[src/rtl/slap_video_mixer.sv]
// slap_video_mixer: aligns the delayed sprite pixel with the background and
// foreground tile pixels. It then resolves layer priority and transparency,
// looks the winning index up in the downloadable RGB colour PROMs, and
// registers blanked 4-bit RGB for the video output stage.
module slap_video_mixer #(
  parameter int SPR_DELAY = 2,
  parameter int PAL_AW    = 8
) (
  input  logic       master_clk,
  input  logic       reset,
  input  logic       pixel_ce,
  input  logic [7:0] spr_pix,
  input  logic [7:0] bg_pix,
  input  logic [7:0] fg_pix,
  input  logic       hblank,
  input  logic       vblank,
  input  logic [2:0] layer_en,
  input  logic [9:0] dn_addr,
  input  logic [7:0] dn_data,
  input  logic       dn_wr,
  input  logic       prom_cs,
  output logic [3:0] red,
  output logic [3:0] green,
  output logic [3:0] blue,
  output logic       hblank_o,
  output logic       vblank_o
);

  localparam int PAL_DEPTH = 1 << PAL_AW;

  logic [7:0] spr_delayed;

  // stage 1 registers (layer-enable masked pixels and blank flags)
  logic [7:0] s1_spr;
  logic [7:0] s1_bg;
  logic [7:0] s1_fg;
  logic       s1_hb;
  logic       s1_vb;

  // stage 2 registers (winning palette index)
  logic [PAL_AW-1:0] s2_index;
  logic              s2_hb;
  logic              s2_vb;
  logic [7:0]        sel_pix;

  // stage 3 registers (palette read data)
  logic [3:0] rd_r;
  logic [3:0] rd_g;
  logic [3:0] rd_b;
  logic       s3_hb;
  logic       s3_vb;

  // colour PROM images, loaded through the download port
  logic [3:0] pal_r [PAL_DEPTH];
  logic [3:0] pal_g [PAL_DEPTH];
  logic [3:0] pal_b [PAL_DEPTH];

  logic              wr_en;
  logic [PAL_AW-1:0] wr_addr;

  assign wr_en   = dn_wr & prom_cs & (dn_addr[9:8] != 2'd3);
  assign wr_addr = dn_addr[PAL_AW-1:0];

  generate
    if (SPR_DELAY == 0) begin : g_no_delay
      assign spr_delayed = spr_pix;
    end else begin : g_delay
      logic [7:0] dly_q [SPR_DELAY];

      // shift the sprite pixel one slot per pixel tick so it lines up with the tile layers
      always_ff @(posedge master_clk or posedge reset) begin
        if (reset) begin
          for (int i = 0; i < SPR_DELAY; i++) dly_q[i] <= 8'h00;
        end else if (pixel_ce) begin
          dly_q[0] <= spr_pix;
          for (int i = 1; i < SPR_DELAY; i++) dly_q[i] <= dly_q[i-1];
        end
      end

      assign spr_delayed = dly_q[SPR_DELAY-1];
    end
  endgenerate

  // capture the aligned layers, forcing disabled layers to transparent zero
  always_ff @(posedge master_clk or posedge reset) begin
    if (reset) begin
      s1_spr <= 8'h00;
      s1_bg  <= 8'h00;
      s1_fg  <= 8'h00;
      s1_hb  <= 1'b0;
      s1_vb  <= 1'b0;
    end else if (pixel_ce) begin
      s1_spr <= layer_en[1] ? spr_delayed : 8'h00;
      s1_bg  <= layer_en[0] ? bg_pix      : 8'h00;
      s1_fg  <= layer_en[2] ? fg_pix      : 8'h00;
      s1_hb  <= hblank;
      s1_vb  <= vblank;
    end
  end

  // priority: opaque foreground beats opaque sprite, background is the fallback
  always_comb begin
    sel_pix = s1_bg;
    if (s1_fg[3:0] != 4'h0) begin
      sel_pix = s1_fg;
    end else if (s1_spr[3:0] != 4'h0) begin
      sel_pix = s1_spr;
    end
  end

  // register the winning index and carry the blank flags alongside
  always_ff @(posedge master_clk or posedge reset) begin
    if (reset) begin
      s2_index <= '0;
      s2_hb    <= 1'b0;
      s2_vb    <= 1'b0;
    end else if (pixel_ce) begin
      s2_index <= sel_pix[PAL_AW-1:0];
      s2_hb    <= s1_hb;
      s2_vb    <= s1_vb;
    end
  end

  // download write port; independent of the pixel read port
  always_ff @(posedge master_clk) begin
    if (wr_en) begin
      case (dn_addr[9:8])
        2'd0:    pal_r[wr_addr] <= dn_data[3:0];
        2'd1:    pal_g[wr_addr] <= dn_data[3:0];
        2'd2:    pal_b[wr_addr] <= dn_data[3:0];
        default: ;
      endcase
    end
  end

  // synchronous palette read; a same-cycle write to the entry yields the old colour
  always_ff @(posedge master_clk or posedge reset) begin
    if (reset) begin
      rd_r  <= 4'h0;
      rd_g  <= 4'h0;
      rd_b  <= 4'h0;
      s3_hb <= 1'b0;
      s3_vb <= 1'b0;
    end else if (pixel_ce) begin
      rd_r  <= pal_r[s2_index];
      rd_g  <= pal_g[s2_index];
      rd_b  <= pal_b[s2_index];
      s3_hb <= s2_hb;
      s3_vb <= s2_vb;
    end
  end

  // output register with blanking; blank outputs idle high while in reset
  always_ff @(posedge master_clk or posedge reset) begin
    if (reset) begin
      red      <= 4'h0;
      green    <= 4'h0;
      blue     <= 4'h0;
      hblank_o <= 1'b1;
      vblank_o <= 1'b1;
    end else if (pixel_ce) begin
      if (s3_hb | s3_vb) begin
        red   <= 4'h0;
        green <= 4'h0;
        blue  <= 4'h0;
      end else begin
        red   <= rd_r;
        green <= rd_g;
        blue  <= rd_b;
      end
      hblank_o <= s3_hb;
      vblank_o <= s3_vb;
    end
  end

endmodule

[config.mk]
export PLATFORM = sky130hd
export DESIGN_NAME = slap_video_mixer
export DESIGN_NICKNAME = d
export VERILOG_FILES = /design/src/rtl/slap_video_mixer.sv
export SDC_FILE = /design/constraint.sdc
export NUM_CORES = 2
export LEC_CHECK = 0
export BUFFER_PORTS_ARGS = -buffer_cell sky130_fd_sc_hd__buf_2
export CAP_MARGIN = 10
export CORE_MARGIN = 10
export CORE_UTILIZATION = 35
export DETAILED_ROUTE_END_ITERATION = 8
export GPL_TIMING_DRIVEN = 0
export PLACE_DENSITY = 0.57
export SETUP_SLACK_MARGIN = 0.1
export SYNTH_ARGS = -nofsm -noshare
export SYNTH_HDL_FRONTEND = slang
export SYNTH_SLANG_ARGS = --single-unit
[constraint.sdc]
create_clock -name master_clk -period 2.9 [get_ports master_clk]
set_input_delay 0.58 -clock master_clk [delete_from_list [all_inputs] [get_ports master_clk]]
set_output_delay 0.58 -clock master_clk [all_outputs]
set_load 0.02 [all_outputs]
==> impl_summary.txt <==
----------------------------------------------------
[Drt]
  Number of nets with antenna violations after detailed routing ... 0
  Detailed-route wire length ... 564,000 µm
  Violation count after the first detailed-routing iteration ... 15,600
  Detailed-route wire length per cell ... 45.1 µm
  Per-cell via count in the routed design ... 6.27
  Overall via count from detail_route ... 78,500
  First drt pass iteration count ... 6
  Post-detailed-route DRC marker count ... 0

[Outcome]
  Violated checks ... setup timing
  Result of the run ... finished with violations

[Placement]
  Input/output buffers ... 55
  Estimated wirelength of the detail-placed design ... 377,000 µm
  Post-detailed-placement cell area ... 0.133 mm²
  Inst Count DP ... 11,600
  Routability cong. ... 1.05

[Clocking]
  CTS sink cnt ... 3,152
  Clock transition at the register clock pins on the worst setup and hold paths after CTS ... 0.06 ns
  TritonCTS clock tree ... yes
  Longest Clk Path Bufs ... 4
  Number of CTS-inserted buffers ... 331
  CTS root buffer ... clkbuf_16
  H-tree levels ... 5
  Clock latency on the worst-skew pair ... 0.97 ns

[Synth]
  Number of library cell types mapped by synthesis ... 71
  Syn Inst Count ... 6,778
  Fraction of registers with async set/reset ... 2.54%
  Synth Cell Area ... 0.126 mm²
  Ranking of synthesized cells by area ... edfxtp_1, mux4_2, mux2i_1, nor2_1, dfrtp_1
  Proportion of synthesized chip area in sequential cells ... 75.1%
  Mean Syn Cell Area ... 18.5 µm²
  Net Count, Synth ... 6,830
  Dominant synthesized flop cell ... edfxtp_1
  Yosys top cell by area ... edfxtp_1
  Number of warning messages in the yosys log ... 0
  Number of enable flip-flop cells after synthesis ... 3,072
  Proportion of netlist area held by the largest area contributor ... 73.5%
  Synthesis-stage register bit count ... 3,152

[Global routing]
  Number of global-route vias before repair ... 73,300
  Maximum number of pins on one net before global-route repair ... 163
  Total congestion overflow after global routing ... 0
  First-pass GRT wire length ... 718,000 µm
  GRT Overall Usage ... 28.4%
  Antenna violations before repair ... 69

[Timing]
  Unrepaired setup endpoints after global routing ... yes
  Relative max-transition margin ... 11.2%
  Final-layout setup total negative slack ... -11.77 ns
  Final Critical Period ... 4.04 ns
  Hold violation total from the final report ... 0
  Max-slew violation total from the final report ... 0
  Post-route setup slack ... -1.14 ns
  Tightest Pin Transition ... 1.33 ns
  Share of the clock period used by the worst path after layout ... 139%
  Count of final setup violators ... 98
  Worst setup skew after layout ... 0.0720 ns
  Highest clock rate ... 248 MHz

[Floorplan]
  Die outline width ... 619 µm
  Area inside the core boundary ... 0.356 mm²
  DIE AREA ... 0.383 mm²
  Height of the die ... 619 µm
  Starting utilization of the core area ... 35.2%
  Top-level I/O count ... 66
  Row count ... 219

[Final layout]
  Ratio of cells with drive above 1 in the final layout ... 23.8%
  Post-route cell area ... 0.150 mm²
  Filler instances ... 31,200
  Synthesis-to-layout area growth ... 19.1%
  Most common cell after layout, fill and taps aside ... edfxtp_1
  Commonest non-fill, non-tap cells in the layout ... edfxtp_1, nor2_1, mux2i_1
  Nets ... 7,508
  Area taken by flip-flops and latches ... 0.0943 mm²
  Area of the multi-input gates ... 0.0294 mm²
  Non-Filler Instances ... 12,500

[Worst setup path]
  CP Max Fanout ... 10
  Critical setup path kind ... register to register
  Data arrival time of the worst path ... 4.87 ns
  Path depth of the worst reg2reg path ... 9
  Startpoint kind of the worst setup timing path ... register
  Kind of end point of the critical path ... register
  Data required time of the worst path ... 3.73 ns

[Run]
  Max cap viols ... 0

[Power and ir drop]
  Leakage power figure ... 48.0 nW
  Power per standard cell area ... 759 mW/mm²
  Power consumption ... 114 mW
  Peak supply drop ... 0.527 mV

[Hold path]
  HP Class ... input pin to register
  Instance count along the most critical hold path ... 3

----------------------------------------------------
[Yosys cell counts, types with 77 or more instances]
cell	n
dfrtp_1	78
a21oi_1	77
o221ai_1	118
a211oi_1	79
clkbuf_1	227
nor2_1	800
edfxtp_1	3072
nand2_1	193
mux2i_1	636
o21ai_0	130
o22ai_1	172
mux4_2	404
[through the flow]
| step | setup WS (ns) | util (%) | hold WS (ns) |
|---|---|---|---|
| floorplan | 0.272 | - | 0.442 |
| global placement | -9.61 | 37.0 | 0.487 |
| detailed placement | -3.52 | 37.4 | 0.494 |
| CTS | -0.780 | 41.5 | 0.0839 |
| global route | -0.808 | 41.9 | 0.141 |
| finish | -1.14 | 41.9 | 0.0731 |
[sequential cells by signal, summed over array words and instances (netlist names)]
signal and flops:
pal_b 1024, pal_g 1024, pal_r 1024, g_delay.dly_q 8, s1_bg 8, s1_fg 8, s1_spr 8, s2_index 8
spr_delayed 8, blue 4, green 4, rd_b 4, rd_g 4, rd_r 4, red 4, hblank_o 1
s1_hb 1, s1_vb 1, s2_hb 1, s2_vb 1, s3_hb 1, s3_vb 1, vblank_o 1
[layer usage]
metal	track usage, %	routed length [µm]	part of all wire (%)	vias up
met5	0	246	0.044	-
met1	34.9	191000	34	40900
li1	-	-	-	28900
met3	11.6	87700	16	1586
met4	20.9	50500	9.0	32
met2	40.2	234000	42	7099
[timing repair]
action / 4_1_cts / 5_1_grt
setup endpoints to repair: 1467 / 411
pin swaps: 45 / 47
resized for setup: 798 / 204
endpoints found under the hold margin: 56 / 0
buffers inserted: 138 / 64
gates cloned: 1 / 1
hold buffers: 27 / 0
[where the power goes]
part,switching [mW],internal (mW)
Sequential,0.367,50.2
Combinational,14.7,6.61
Clock,18.3,23.4
[kinds of logic (layout without fill, tap and decap cells)]
family	Yosys count	in the layout	synth area share, %
flip-flops	3152	3152	75.1
AND/OR/NAND/NOR	1166	1166	3.78
AO/OA/AOI/OAI	781	781	4.40
other	0	46	0
buffers and inverters	516	1447	2.64
multiplexers	1163	1163	14.1
[path summary, 6_finish.rpt]
| check | from | end | slack, ns |
|---|---|---|---|
| min in group asynchronous | reset | s1_vb | 0.18 |
| min reg2reg | g_delay.dly_q[10] | g_delay.dly_q[10] | 0.51 |
| max reg2reg | s2_index[2] | rd_r[0] | -1.14 |
| max | s2_index[2] | rd_r[0] | -1.14 |
| max in group asynchronous | reset | blue[2] | 1.94 |
| min | layer_en[1] | s1_spr[5] | 0.07 |
[final cells by class]
class                      instances  area share, %
sequential                      3152           63.0
multi-input combinational       3110           19.6
clock buffer                     413           5.85
tap                             4751           3.98
buffer                           472           3.75
timing repair buffer             347           2.54
clock inverter                   173           1.02
inverter                          42          0.115
antenna                           46         0.0770
[critical path: stages, from the launching register on]
cell,delay [ns]
dfrtp_2,0.52
buf_12,0.21
buf_4,0.27
nor2_4,0.30
clkbuf_8,0.41
clkbuf_4,0.42
a211oi_4,0.13
a22oi_2,0.53
nand4_1,0.74
o311ai_1,0.32
Note: power is estimated with default switching activity, not from simulation.
